<file path="src/rtl/cmd_framer_pkg.sv">
// Shared op codes and state encodings for the command framer and its monitor.
package cmd_framer_pkg;

  localparam logic [1:0] OP_LOAD = 2'd1;
  localparam logic [1:0] OP_DUMP = 2'd2;
  localparam logic [1:0] OP_EXEC = 2'd3;

  localparam logic [2:0] ST_HDR0    = 3'd0;
  localparam logic [2:0] ST_HDR1    = 3'd1;
  localparam logic [2:0] ST_HDR2    = 3'd2;
  localparam logic [2:0] ST_CSUM    = 3'd3;
  localparam logic [2:0] ST_HOLD    = 3'd4;
  localparam logic [2:0] ST_PAYLOAD = 3'd5;

  function automatic logic [7:0] hdr_csum(input logic [7:0] b0, input logic [7:0] b1,
                                          input logic [7:0] b2);
    return b0 ^ b1 ^ b2;
  endfunction

endpackage

</file>
<file path="src/rtl/cmd_framer_if.sv">
// Decoded-command and payload bus between the framer (master) and its consumer.
interface cmd_framer_if;
  logic        cmd_valid;
  logic        cmd_ack;
  logic [1:0]  cmd_op;
  logic [15:0] cmd_addr;
  logic [5:0]  cmd_len;
  logic [7:0]  data_byte;
  logic        data_valid;

  modport master (output cmd_valid, cmd_op, cmd_addr, cmd_len, data_byte, data_valid,
                  input  cmd_ack);
  modport slave  (input  cmd_valid, cmd_op, cmd_addr, cmd_len, data_byte, data_valid,
                  output cmd_ack);
endinterface

</file>
<file path="src/rtl/cmd_framer_idle_timer.sv">
// Inter-byte idle timer; expired fires on the TIMEOUT_CYCLES-th consecutive enabled idle clock.
module idle_timer #(
  parameter int unsigned TIMEOUT_CYCLES = 12000000
) (
  input  logic clk,
  input  logic rst,
  input  logic clear,
  input  logic enable,
  output logic expired
);
  localparam int unsigned W = (TIMEOUT_CYCLES > 2) ? $clog2(TIMEOUT_CYCLES) : 1;
  localparam logic [W-1:0] LAST = W'(TIMEOUT_CYCLES - 1);

  logic [W-1:0] cnt;

  // A byte in the same clock as the limit counts as activity, not a timeout.
  assign expired = enable && !clear && (cnt == LAST);

  always_ff @(posedge clk or posedge rst) begin
    if (rst) begin
      cnt <= '0;
    end else if (clear || expired) begin
      cnt <= '0;
    end else if (enable) begin
      cnt <= cnt + W'(1);
    end
  end
endmodule

</file>
<file path="src/rtl/cmd_framer.sv">
// UART command framer: 3-byte header (addr hi, addr lo, op/len), handshake, LOAD payload.
// Optional header checksum byte enabled by defining CMD_FRAMER_CHECKSUM_EN.
module cmd_framer
  import cmd_framer_pkg::*;
#(
  parameter int unsigned TIMEOUT_CYCLES = 12000000
) (
  input  logic         clk,
  input  logic         rst,
  input  logic [7:0]   rx_byte,
  input  logic         received,
  input  logic         recv_error,
  cmd_framer_if.master bus,
  output logic         frame_error,
  output logic         overrun
);
  logic [2:0]  state;
  logic [1:0]  op_q;
  logic [15:0] addr_q;
  logic [5:0]  len_q;
  logic [5:0]  count;
  logic [7:0]  data_q;
  logic        dv_q;
  logic        idle_en;
  logic        expired;
`ifdef CMD_FRAMER_CHECKSUM_EN
  logic [7:0]  csum_q;
`endif

  assign idle_en = (state == ST_HDR1) || (state == ST_HDR2) ||
                   (state == ST_CSUM) || (state == ST_PAYLOAD);

  idle_timer #(.TIMEOUT_CYCLES(TIMEOUT_CYCLES)) u_idle (
    .clk     (clk),
    .rst     (rst),
    .clear   (received || recv_error),
    .enable  (idle_en),
    .expired (expired)
  );

  assign bus.cmd_valid  = (state == ST_HOLD);
  assign bus.cmd_op     = op_q;
  assign bus.cmd_addr   = addr_q;
  assign bus.cmd_len    = len_q;
  assign bus.data_byte  = data_q;
  assign bus.data_valid = dv_q;

  always_ff @(posedge clk or posedge rst) begin
    if (rst) begin
      state       <= ST_HDR0;
      op_q        <= '0;
      addr_q      <= '0;
      len_q       <= '0;
      count       <= '0;
      data_q      <= '0;
      dv_q        <= 1'b0;
      frame_error <= 1'b0;
      overrun     <= 1'b0;
`ifdef CMD_FRAMER_CHECKSUM_EN
      csum_q      <= '0;
`endif
    end else begin
      frame_error <= 1'b0;
      overrun     <= 1'b0;
      dv_q        <= 1'b0;
      // HOLD ignores recv_error and drops bytes; the header must stay stable until ack.
      if (state == ST_HOLD) begin
        if (received) overrun <= 1'b1;
        if (bus.cmd_ack) begin
          if (op_q == OP_LOAD && len_q != '0) begin
            state <= ST_PAYLOAD;
            count <= len_q;
          end else begin
            state <= ST_HDR0;
          end
        end
      end else if (recv_error || expired) begin
        frame_error <= 1'b1;
        state       <= ST_HDR0;
      end else if (received) begin
        case (state)
          ST_HDR0: begin
            addr_q[15:8] <= rx_byte;
            state        <= ST_HDR1;
          end
          ST_HDR1: begin
            addr_q[7:0] <= rx_byte;
            state       <= ST_HDR2;
          end
          ST_HDR2: begin
            if (rx_byte[7:6] == 2'b00) begin
              frame_error <= 1'b1;
              state       <= ST_HDR0;
            end else begin
              op_q  <= rx_byte[7:6];
              len_q <= rx_byte[5:0];
`ifdef CMD_FRAMER_CHECKSUM_EN
              csum_q <= hdr_csum(addr_q[15:8], addr_q[7:0], rx_byte);
              state  <= ST_CSUM;
`else
              state <= ST_HOLD;
`endif
            end
          end
`ifdef CMD_FRAMER_CHECKSUM_EN
          ST_CSUM: begin
            if (rx_byte == csum_q) begin
              state <= ST_HOLD;
            end else begin
              frame_error <= 1'b1;
              state       <= ST_HDR0;
            end
          end
`endif
          ST_PAYLOAD: begin
            data_q <= rx_byte;
            dv_q   <= 1'b1;
            count  <= count - 6'd1;
            if (count == 6'd1) state <= ST_HDR0;
          end
          default: state <= ST_HDR0;
        endcase
      end
    end
  end
endmodule

</file>
<file path="src/flat_wrapper.sv">
// flat-port wrapper written by rule: the top's interface ports become plain ports
module cmd_framer_flat import cmd_framer_pkg::*;
#(
  parameter int unsigned TIMEOUT_CYCLES = 12000000
)
  (clk, rst, rx_byte, received, recv_error, frame_error, overrun, bus_cmd_valid, bus_cmd_op, bus_cmd_addr, bus_cmd_len, bus_data_byte, bus_data_valid, bus_cmd_ack);
  cmd_framer_if bus_i ();
  input  logic clk;
  input  logic rst;
  input  logic [7:0] rx_byte;
  input  logic received;
  input  logic recv_error;
  output logic frame_error;
  output logic overrun;
  output wire logic [$bits(bus_i.cmd_valid)-1:0] bus_cmd_valid;
  output wire logic [$bits(bus_i.cmd_op)-1:0] bus_cmd_op;
  output wire logic [$bits(bus_i.cmd_addr)-1:0] bus_cmd_addr;
  output wire logic [$bits(bus_i.cmd_len)-1:0] bus_cmd_len;
  output wire logic [$bits(bus_i.data_byte)-1:0] bus_data_byte;
  output wire logic [$bits(bus_i.data_valid)-1:0] bus_data_valid;
  input wire logic [$bits(bus_i.cmd_ack)-1:0] bus_cmd_ack;
  assign bus_cmd_valid = bus_i.cmd_valid;
  assign bus_cmd_op = bus_i.cmd_op;
  assign bus_cmd_addr = bus_i.cmd_addr;
  assign bus_cmd_len = bus_i.cmd_len;
  assign bus_data_byte = bus_i.data_byte;
  assign bus_data_valid = bus_i.data_valid;
  assign bus_i.cmd_ack = bus_cmd_ack;
  cmd_framer #(.TIMEOUT_CYCLES(TIMEOUT_CYCLES)) u_core (.clk(clk), .rst(rst), .rx_byte(rx_byte), .received(received), .recv_error(recv_error), .bus(bus_i), .frame_error(frame_error), .overrun(overrun));
endmodule
</file>
<file path="config.mk">
export PLATFORM = sky130hd
export DESIGN_NAME = cmd_framer_flat
export DESIGN_NICKNAME = d
export VERILOG_FILES = /design/src/rtl/cmd_framer_pkg.sv /design/src/rtl/cmd_framer_if.sv /design/src/rtl/cmd_framer_idle_timer.sv /design/src/rtl/cmd_framer.sv /design/src/flat_wrapper.sv
export SDC_FILE = /design/constraint.sdc
export NUM_CORES = 1
export LEC_CHECK = 0
export CAP_MARGIN = 5
export CORE_MARGIN = 3
export CORE_UTILIZATION = 49
export DETAILED_ROUTE_END_ITERATION = 8
export PLACE_DENSITY = 0.76
export RECOVER_POWER = 100
export SYNTH_ARGS = -nofsm -noshare
export SYNTH_HDL_FRONTEND = slang
export SYNTH_SLANG_ARGS = --single-unit
</file>
<file path="constraint.sdc">
create_clock -name clk -period 2.1 [get_ports clk]
set_clock_uncertainty 0.1 [all_clocks]
set_input_delay 0.315 -clock clk [delete_from_list [all_inputs] [get_ports clk]]
set_output_delay 0.315 -clock clk [all_outputs]
set_load 0.005 [all_outputs]
</file>
### After elaboration in Yosys (flattened, before gate mapping)

Cells that the tools add are included.
W data, S select, Z words.

* flip-flop bits (word level): 68
* bits of input ports: 13
* output and inout bits: 36

* $add $sub $neg: 2
* eq/ne operators: 12
* multiplexer cells: 27
* bitwise logic cells: 3
* reduce and logical (&&, ||, !) cells: 23

Operators by type and width (count)
* $mux W24: 2
* $mux W6: 6
* $add A24 B1 Y24 const B: 1
* $eq A24 B24 Y1 const B: 1
* $mux W3: 7
* $pmux W3 S4: 1
* $reduce_and A4 Y1: 3
* $mux W1: 11
* $reduce_and A5 Y1: 2
* $eq A3 B2 Y1 const B: 2
* $eq A3 B3 Y1 const B: 2
* $eq A6 B1 Y1 const B: 1
* $logic_or A1 B1 Y1: 6
* $reduce_bool A2 Y1: 3
* $reduce_bool A6 Y1: 1
* $sub A6 B1 Y6 const B: 1
* $ne A2 B1 Y1 const B: 2
* $ne A4 B4 Y1 const B: 1
* $eq A3 B1 Y1 const B: 1
* $logic_and A1 B1 Y1: 3
* $logic_not A3 Y1: 1
* $not A1 Y1: 3
* $reduce_and A3 Y1: 1
* $reduce_bool A3 Y1: 1
* other kinds (4): 4

### Logic depth before layout (Yosys ltp)

Gate-level depths: netlist (run 1).

* depth in word-level cells: 9
* gate-level depth with buffers: 8
* mapped depth without buffers: 6

### By module

A second synthesis (run 1) with hierarchy kept.

* cells, all modules: 316
* area, all modules: 3286.9 µm²

Modules (own cells, without submodules)
* cmd_framer: instances 1, cells each 178, area an instance 2015.7 µm², sequential area each 1101.1 µm²
* idle_timer: instances 1, cells each 138, area an instance 1271.2 µm², sequential area each 600.6 µm²

### Worst setup path before layout (run 1)

No wires, ideal clock.

* kind: register -> register
* start: register u_core.u_idle.cnt[15]
* end: register u_core.u_idle.cnt[0]
* data arrival time: 1.865 ns
* required time: 1.875 ns
* path slack: 0.010 ns
* cell stages (with the launch flop): 7
* path buffers: 1
* path through: dfrtp_1 or4b_1 nor4b_1 a31o_1 buf_4 nor3b_1 mux2_2

* longest elaborated chain between the ends: 4

Ends and longest elaborated chain
* start: declaration: line cmd_framer_idle_timer.sv:14 `logic [W-1:0] cnt;`
* start signal: assignment: line cmd_framer_idle_timer.sv:25 `cnt <= cnt + W'(1);`
* $eq A24 B24 Y1 (*): line cmd_framer_idle_timer.sv:17 `assign expired = enable && !clear && (cnt == LAST);`
* $logic_and A1 B1 Y1 (*): line cmd_framer_idle_timer.sv:17
* $logic_or A1 B1 Y1 (*): line cmd_framer_idle_timer.sv:22 `end else if (clear || expired) begin`
* $mux W24 / $reduce_bool A2 Y1 (equally long branches)

Mark *: on every way between the ends. The rest lies on a longest branch, timed or not.
A chain may end at the register's enable or synchronous reset.

### Worst setup path in the final report (run 1)

* start: register u_core.state[0]
* end: register u_core.addr_q[0], in the netlist u_core.bus.cmd_addr[0]

* longest elaborated chain between the ends: 9

Ends and longest elaborated chain
* start: declaration: line cmd_framer.sv:17 `logic [2:0] state;`
* start signal: assignment: line cmd_framer.sv:50 `state <= ST_HDR0;`
* start signal: assignment: line cmd_framer.sv:71 `state <= ST_PAYLOAD;`
* start signal: assignment: line cmd_framer.sv:74 `state <= ST_HDR0;`
* $eq A3 B1 Y1 / $eq A3 B2 Y1 (equally long branches): line cmd_framer.sv:30, cmd_framer.sv:81
* $logic_or A1 B1 Y1 (2 in a row): line cmd_framer.sv:30 `assign idle_en = (state == ST_HDR1) || (state == ST_HDR2) ||`
* $logic_or A1 B1 Y1: line cmd_framer.sv:31 `(state == ST_CSUM) || (state == ST_PAYLOAD);`
* $logic_and A1 B1 Y1 (2 in a row): line cmd_framer_idle_timer.sv:17
* $logic_or A1 B1 Y1: line cmd_framer.sv:77 `end else if (recv_error || expired) begin`
* $not A1 Y1 (no source line)
* $reduce_and A4 Y1 (no source line) (*)
* end signal: assignment: line cmd_framer.sv:87 `addr_q[7:0] <= rx_byte;`
* end: declaration: line cmd_framer.sv:19 `logic [15:0] addr_q;`

Marks and branches as above.

==> results.sh, run 1 <==
export IMPL_status="completed"
export IMPL_drive_above_1_share_pct=29.40
export IMPL_grt_setup_unrepaired="yes"
export IMPL_grt_first_pass_wirelength_mm=13.72
export IMPL_synthAdderAreaFrac_pct=1.138
export IMPL_yosys_top_cells_area="dfrtp_1, mux2_2, xnor2_1, nor2_1, a21oi_1"
export IMPL_dieArea_mm2=0.007754
export IMPL_power_density_mw_per_mm2=1082
export IMPL_synthSimpleGateAreaFrac_pct=19.42
export IMPL_stdcell_count=475
export IMPL_synthArstFlopShare_pct=100.0
export IMPL_grt_max_degree=69
export IMPL_cp_end_kind="register"
export IMPL_dr_pass1_iters=4
export IMPL_max_freq_mhz=481.0
export IMPL_die_w_um=88.06
export IMPL_antenna_found_initial=0
export IMPL_dp_hpwl_mm=5.728
export IMPL_stdcell_area_mm2=0.004456
export IMPL_io_buffers=48
export IMPL_worstPathMaxFanout=9
export IMPL_yosysTopAreaCell="dfrtp_1"
export IMPL_first_iter_violations=112
export IMPL_placed_area_mm2=0.004177
export IMPL_h_tree_depth=3
export IMPL_final_cell_mix="dfrtp_1, dlygate4sd3_1, buf_4"
export IMPL_ios=49
export IMPL_clock_latency_ns=0.35
export IMPL_grt_overflow_total=0
export IMPL_yosys_area_top_type_share_pct=51.57
export IMPL_hold_class="register to register"
export IMPL_ys_ff_latch=68
export IMPL_syn_num_nets=316
export IMPL_final_seq_area_mm2=0.001702
export IMPL_hold_depth=1
export IMPL_cp_arrival_ns=2.21
export IMPL_synthesis_area_mm2=0.003299
export IMPL_finalCritPeriodShare_pct=99.00
export IMPL_drc=0
export IMPL_vias=2758
export IMPL_avgSynthCellArea_um2=11.00
export IMPL_cp_required_ns=2.23
export IMPL_p_leak_nw=1.917
export IMPL_start_util_pct=51.37
export IMPL_tns_ns=0
export IMPL_hold_start="u_core.bus.cmd_addr[2]"
export IMPL_syn2layout_area_growth_pct=35.04
export IMPL_clkSinkCount=68
export IMPL_final_core_util_pct=69.37
export IMPL_maxSlewViolCount=0
export IMPL_hold_violations=0
export IMPL_setup_worst_path_end="u_core.bus.cmd_addr[0]"
export IMPL_diodes=0
export IMPL_ys_types=52
export IMPL_dp_cells=456
export IMPL_synth_warnings=0
export IMPL_synthCells=300
export IMPL_maxCapViolCount=0
export IMPL_r2r_end="u_core.bus.cmd_addr[0]"
export IMPL_worst_r2r_startpoint="u_core.state[0]"
export IMPL_crit_path_start_kind="register"
export IMPL_row_count=29
export IMPL_synth_edf_count=0
export IMPL_clk_path_buf_depth=2
export IMPL_place_congestion=0.9218
export IMPL_reg2reg_depth=5
export IMPL_nFillCells=474
export IMPL_cts_tree="yes"
export IMPL_grt_usage_pct=22.96
export IMPL_dieHeight_um=88.06
export IMPL_synth_top_family_by_area="simple AND/OR/NAND/NOR gates"
export IMPL_hold_ws_ns=0.4074
export IMPL_cts_root_buffer="clkbuf_8"
export IMPL_cts_clk_slew_worst_paths_ns=0.08
export IMPL_ir_drop_uv=918.2
export IMPL_grt_pass1_vias=2903
export IMPL_crit_start="u_core.state[0]"
export IMPL_core_mm2=0.006422
export IMPL_ant_nets=0
export IMPL_postLayoutSetupSlackWorst_ns=0.02100
export IMPL_critPathKind="register to register"
export IMPL_synth_xor_area_share_pct=3.185
export IMPL_place_ws_ns=-0.2956
export IMPL_worst_pin_slew_ns=0.9100
export IMPL_ys_flop_type="dfrtp_1"
export IMPL_multi_input_area_mm2=0.001575
export IMPL_power_mw=4.821
export IMPL_fin_crit_ns=2.079
export IMPL_synth_mux_area_share_pct=11.87
export IMPL_synth_compound_area_share_pct=9.708
export IMPL_synth_seq_area_share_pct=51.57
export IMPL_reg2reg_slack_ns=0.02
export IMPL_final_common_cell="dfrtp_1"
export IMPL_drt_wl_total_mm=8.423
export IMPL_wire_per_inst_um=17.73
export IMPL_relSlewSlack_pct=39.33
export IMPL_cts_buffers=9
export IMPL_nets=409
export IMPL_setup_viol=0
export IMPL_viasPerCell=5.806
==> critical path, cell delays in order (launching register included) <==
cell and delay (ns):
dfrtp_1 0.46, clkbuf_1 0.26, inv_1 0.14, or4_1 0.52
buf_4 0.20, mux2_2 0.29
==> synth_stat cells, types with 3 or more instances <==
| cell | instances |
|---|---|
| a21oi_1 | 16 |
| nor2_1 | 22 |
| o21ai_0 | 12 |
| dfrtp_1 | 68 |
| nor3_1 | 8 |
| clkbuf_1 | 4 |
| a2bb2oi_1 | 4 |
| nand2_1 | 18 |
| o31ai_1 | 3 |
| nor4_1 | 8 |
| or4_1 | 4 |
| ha_1 | 3 |
| inv_1 | 6 |
| o21a_1 | 3 |
| or3_1 | 8 |
| nor4b_1 | 4 |
| nand4_1 | 6 |
| xnor2_1 | 12 |
| and3_1 | 3 |
| mux2_2 | 33 |
| buf_2 | 4 |
| nand3_1 | 10 |
==> state kept, by name (all words and copies together), names as in the netlist <==
register and count:
u_core.count 6, u_core.bus.cmd_op 2, u_core.state 3, u_core.bus.data_valid 1
u_core.u_idle.cnt 24, u_core.overrun 1, u_core.bus.data_byte 8, u_core.bus.cmd_addr 16
u_core.frame_error 1, u_core.bus.cmd_len 6
==> report_power, final <==
group	switching (mW)	leakage, nW	total, mW	internal (mW)
sequential	0.236	0.887	1.90	1.67
combinational	0.734	0.916	1.66	0.924
clock	0.548	0.114	1.26	0.714
==> per-layer routing <==
layer / global-route usage [%] / wire length, um / vias up
li1: - / - / 1286
met1: 27.23 / 3452 / 1365
met2: 38.08 / 4255 / 91
met3: 7.526 / 560 / 16
met4: 10.30 / 155 / 0
met5: 0 / 0 / -
==> cells by family after synthesis <==
| group | after synthesis |
|---|---|
| compound gates | 50 |
| xor+xnor | 12 |
| fa+ha+maj | 3 |
| buf+inv | 20 |
| flops | 68 |
| mux | 35 |
| simple gates | 112 |
==> how the worst min path moves through the flow <==
stage                        endpoint  slack, ns
2_1_floorplan      u_core.frame_error       0.35
3_3_place_gp   u_core.bus.cmd_addr[5]       0.39
3_5_place_dp   u_core.bus.cmd_addr[1]       0.39
4_1_cts         u_core.u_idle.cnt[21]       0.32
5_1_grt        u_core.bus.cmd_addr[8]       0.43
6_report       u_core.bus.cmd_addr[2]       0.41
==> area by class of cell <==
type | instances | share of cell area, %
clock inverters | 6 | 2.106
multi-input cells | 212 | 35.36
repair buffers | 95 | 18.42
flip-flops and latches | 68 | 38.19
well taps | 77 | 2.162
clock buffers | 10 | 3.089
inverters | 7 | 0.6740
==> repair_timing <==
| action | 4_1_cts | 5_1_grt |
|---|---|---|
| gates resized for setup | 6 | 14 |
| pin swaps | 4 | 0 |
| buffers inserted | 2 | 1 |
| hold buffers | 0 | 0 |
| endpoints found under the setup margin | 29 | 25 |
Note: power is estimated with default switching activity, not from simulation.
==> run 2: changes to the inputs <==
Settings changed: CAP_MARGIN 5 to 30, SKIP_LAST_GASP set to 1.
==> run 2 against run 1 <==
Utilization down 0.21 points. Worst setup slack worse by 0.017 ns. Critical endpoint unchanged. Fmax down 0.79%. Largest cell class unchanged. Critical path type unchanged.
==> results.sh, run 2 (synthesis results as in run 1) <==
export IMPL_status="completed"
export IMPL_cp_slowest_cell="or4_1"
export IMPL_setup_viol=0
export IMPL_h_tree_depth=3
export IMPL_clk_path_buf_depth=2
export IMPL_dr_pass1_iters=4
export IMPL_drive_above_1_share_pct=29.15
export IMPL_drt_met1_wl_mm=3.448
export IMPL_cp_cell_sequence="clkbuf_1 -> inv_1 -> or4_1 -> buf_4 -> mux2_2"
export IMPL_final_cell_mix="dfrtp_1, buf_4, dlygate4sd3_1"
export IMPL_crit_path_start_kind="register"
export IMPL_dp_hpwl_mm=5.728
export IMPL_dieHeight_um=88.06
export IMPL_cp_required_ns=2.24
export IMPL_grt_overflow_total=0
export IMPL_viasPerCell=5.800
export IMPL_reg2reg_slack_ns=0.004
export IMPL_cts_clk_slew_worst_paths_ns=0.08
export IMPL_antenna_found_initial=0
export IMPL_ant_nets=0
export IMPL_hold_class="register to register"
export IMPL_ir_drop_uv=918.3
export IMPL_nets=409
export IMPL_hold_violations=0
export IMPL_grt_setup_unrepaired="yes"
export IMPL_largest_reg_flops=24
export IMPL_power_mw=4.817
export IMPL_first_iter_violations=85
export IMPL_cp_num_buf_inv=3
export IMPL_drt_wl_total_mm=8.214
export IMPL_io_buffers=48
export IMPL_critPathKind="register to register"
export IMPL_max_stage_delay_ns=0.52
export IMPL_final_common_cell="dfrtp_1"
export IMPL_grt_max_degree=69
export IMPL_worst_pin_slew_ns=0.9022
export IMPL_cts_tree="yes"
export IMPL_cts_root_buffer="clkbuf_8"
export IMPL_postLayoutSetupSlackWorst_ns=0.004472
export IMPL_cts_buffers=9
export IMPL_place_congestion=0.9218
export IMPL_dp_cells=456
export IMPL_dieArea_mm2=0.007754
export IMPL_clkSinkCount=68
export IMPL_top_register="u_core.u_idle.cnt"
export IMPL_relSlewSlack_pct=39.85
export IMPL_clock_latency_ns=0.35
export IMPL_max_freq_mhz=477.2
export IMPL_top_layer="met4"
export IMPL_wire_per_inst_um=17.29
export IMPL_maxCapViolCount=0
export IMPL_syn2layout_area_growth_pct=34.62
export IMPL_die_w_um=88.06
export IMPL_crit_family="buffers and inverters"
export IMPL_cp_end_kind="register"
export IMPL_drc=0
export IMPL_fin_crit_ns=2.096
export IMPL_stdcell_count=475
export IMPL_maxSlewViolCount=0
export IMPL_power_density_mw_per_mm2=1084
export IMPL_vias=2755
export IMPL_met3_length_um=502
export IMPL_ios=49
export IMPL_grt_usage_pct=22.96
export IMPL_start_util_pct=51.37
export IMPL_p_leak_nw=1.923
export IMPL_wl_met2_mm=4.086
export IMPL_row_count=29
export IMPL_finalCritPeriodShare_pct=99.79
export IMPL_worstPathMaxFanout=9
export IMPL_grt_pass1_vias=2903
export IMPL_place_ws_ns=-0.2956
export IMPL_core_mm2=0.006422
export IMPL_cp_arrival_ns=2.23
export IMPL_diodes=0
export IMPL_grt_first_pass_wirelength_mm=13.72
==> run 2: final cells by class <==
cell class	instances	area (um^2)
Tap cell	77	96.34
Sequential cell	68	1702
Multi-Input combinational cell	212	1559
Clock buffer	10	137.6
Fill cell	480	1981
Inverter	7	30.03
Timing Repair Buffer	95	823.3
Clock inverter	6	93.84
==> run 2: worst paths after layout <==
kind	startpoint	endpoint	cells after the start
setup / recovery	u_core.state[0]	u_core.bus.cmd_addr[0]	5
hold / removal	u_core.bus.cmd_addr[2]	u_core.bus.cmd_addr[2]	1
setup reg to reg	u_core.state[0]	u_core.bus.cmd_addr[0]	5
hold reg to reg	u_core.bus.cmd_addr[2]	u_core.bus.cmd_addr[2]	1
max in group asynchronous	rst	u_core.state[1]	3
min in group asynchronous	rst	u_core.u_idle.cnt[21]	3
==> run 2: repair_timing <==
item | in CTS | in global routing
hold buffers | 0 | 0
pin swaps | 4 | 0
resized for setup | 6 | 11
setup endpoints to repair | 29 | 25
buffers inserted | 2 | 1
==> run 2: per-stage QoR <==
stage / TNS (ns) / cell area [um^2] / util, % / hold slack [ns]
2_1_floorplan: 0 / 3303 / - / 0.3486
3_3_place_gp: -4.618 / 4177 / 65.03 / 0.3857
3_5_place_dp: -7.753 / 4177 / 65.03 / 0.3925
4_1_cts: 0 / 4452 / 69.32 / 0.3170
5_1_grt: -0.3603 / 4442 / 69.16 / 0.4296
6_report: 0 / 4442 / 69.16 / 0.4075
==> run 2: per-layer routing <==
layer	GRT usage [%]	up-vias
li1	-	1284
met1	27.23	1367
met2	38.08	82
met3	7.526	22
met4	10.30	0
met5	0	-
==> run 2: where the power goes <==
| group | internal [mW] | total (mW) | switching, mW | leakage, nW |
|---|---|---|---|---|
| clock network | 0.713 | 1.26 | 0.544 | 0.114 |
| registers | 1.67 | 1.90 | 0.236 | 0.887 |
| logic | 0.923 | 1.66 | 0.734 | 0.921 |
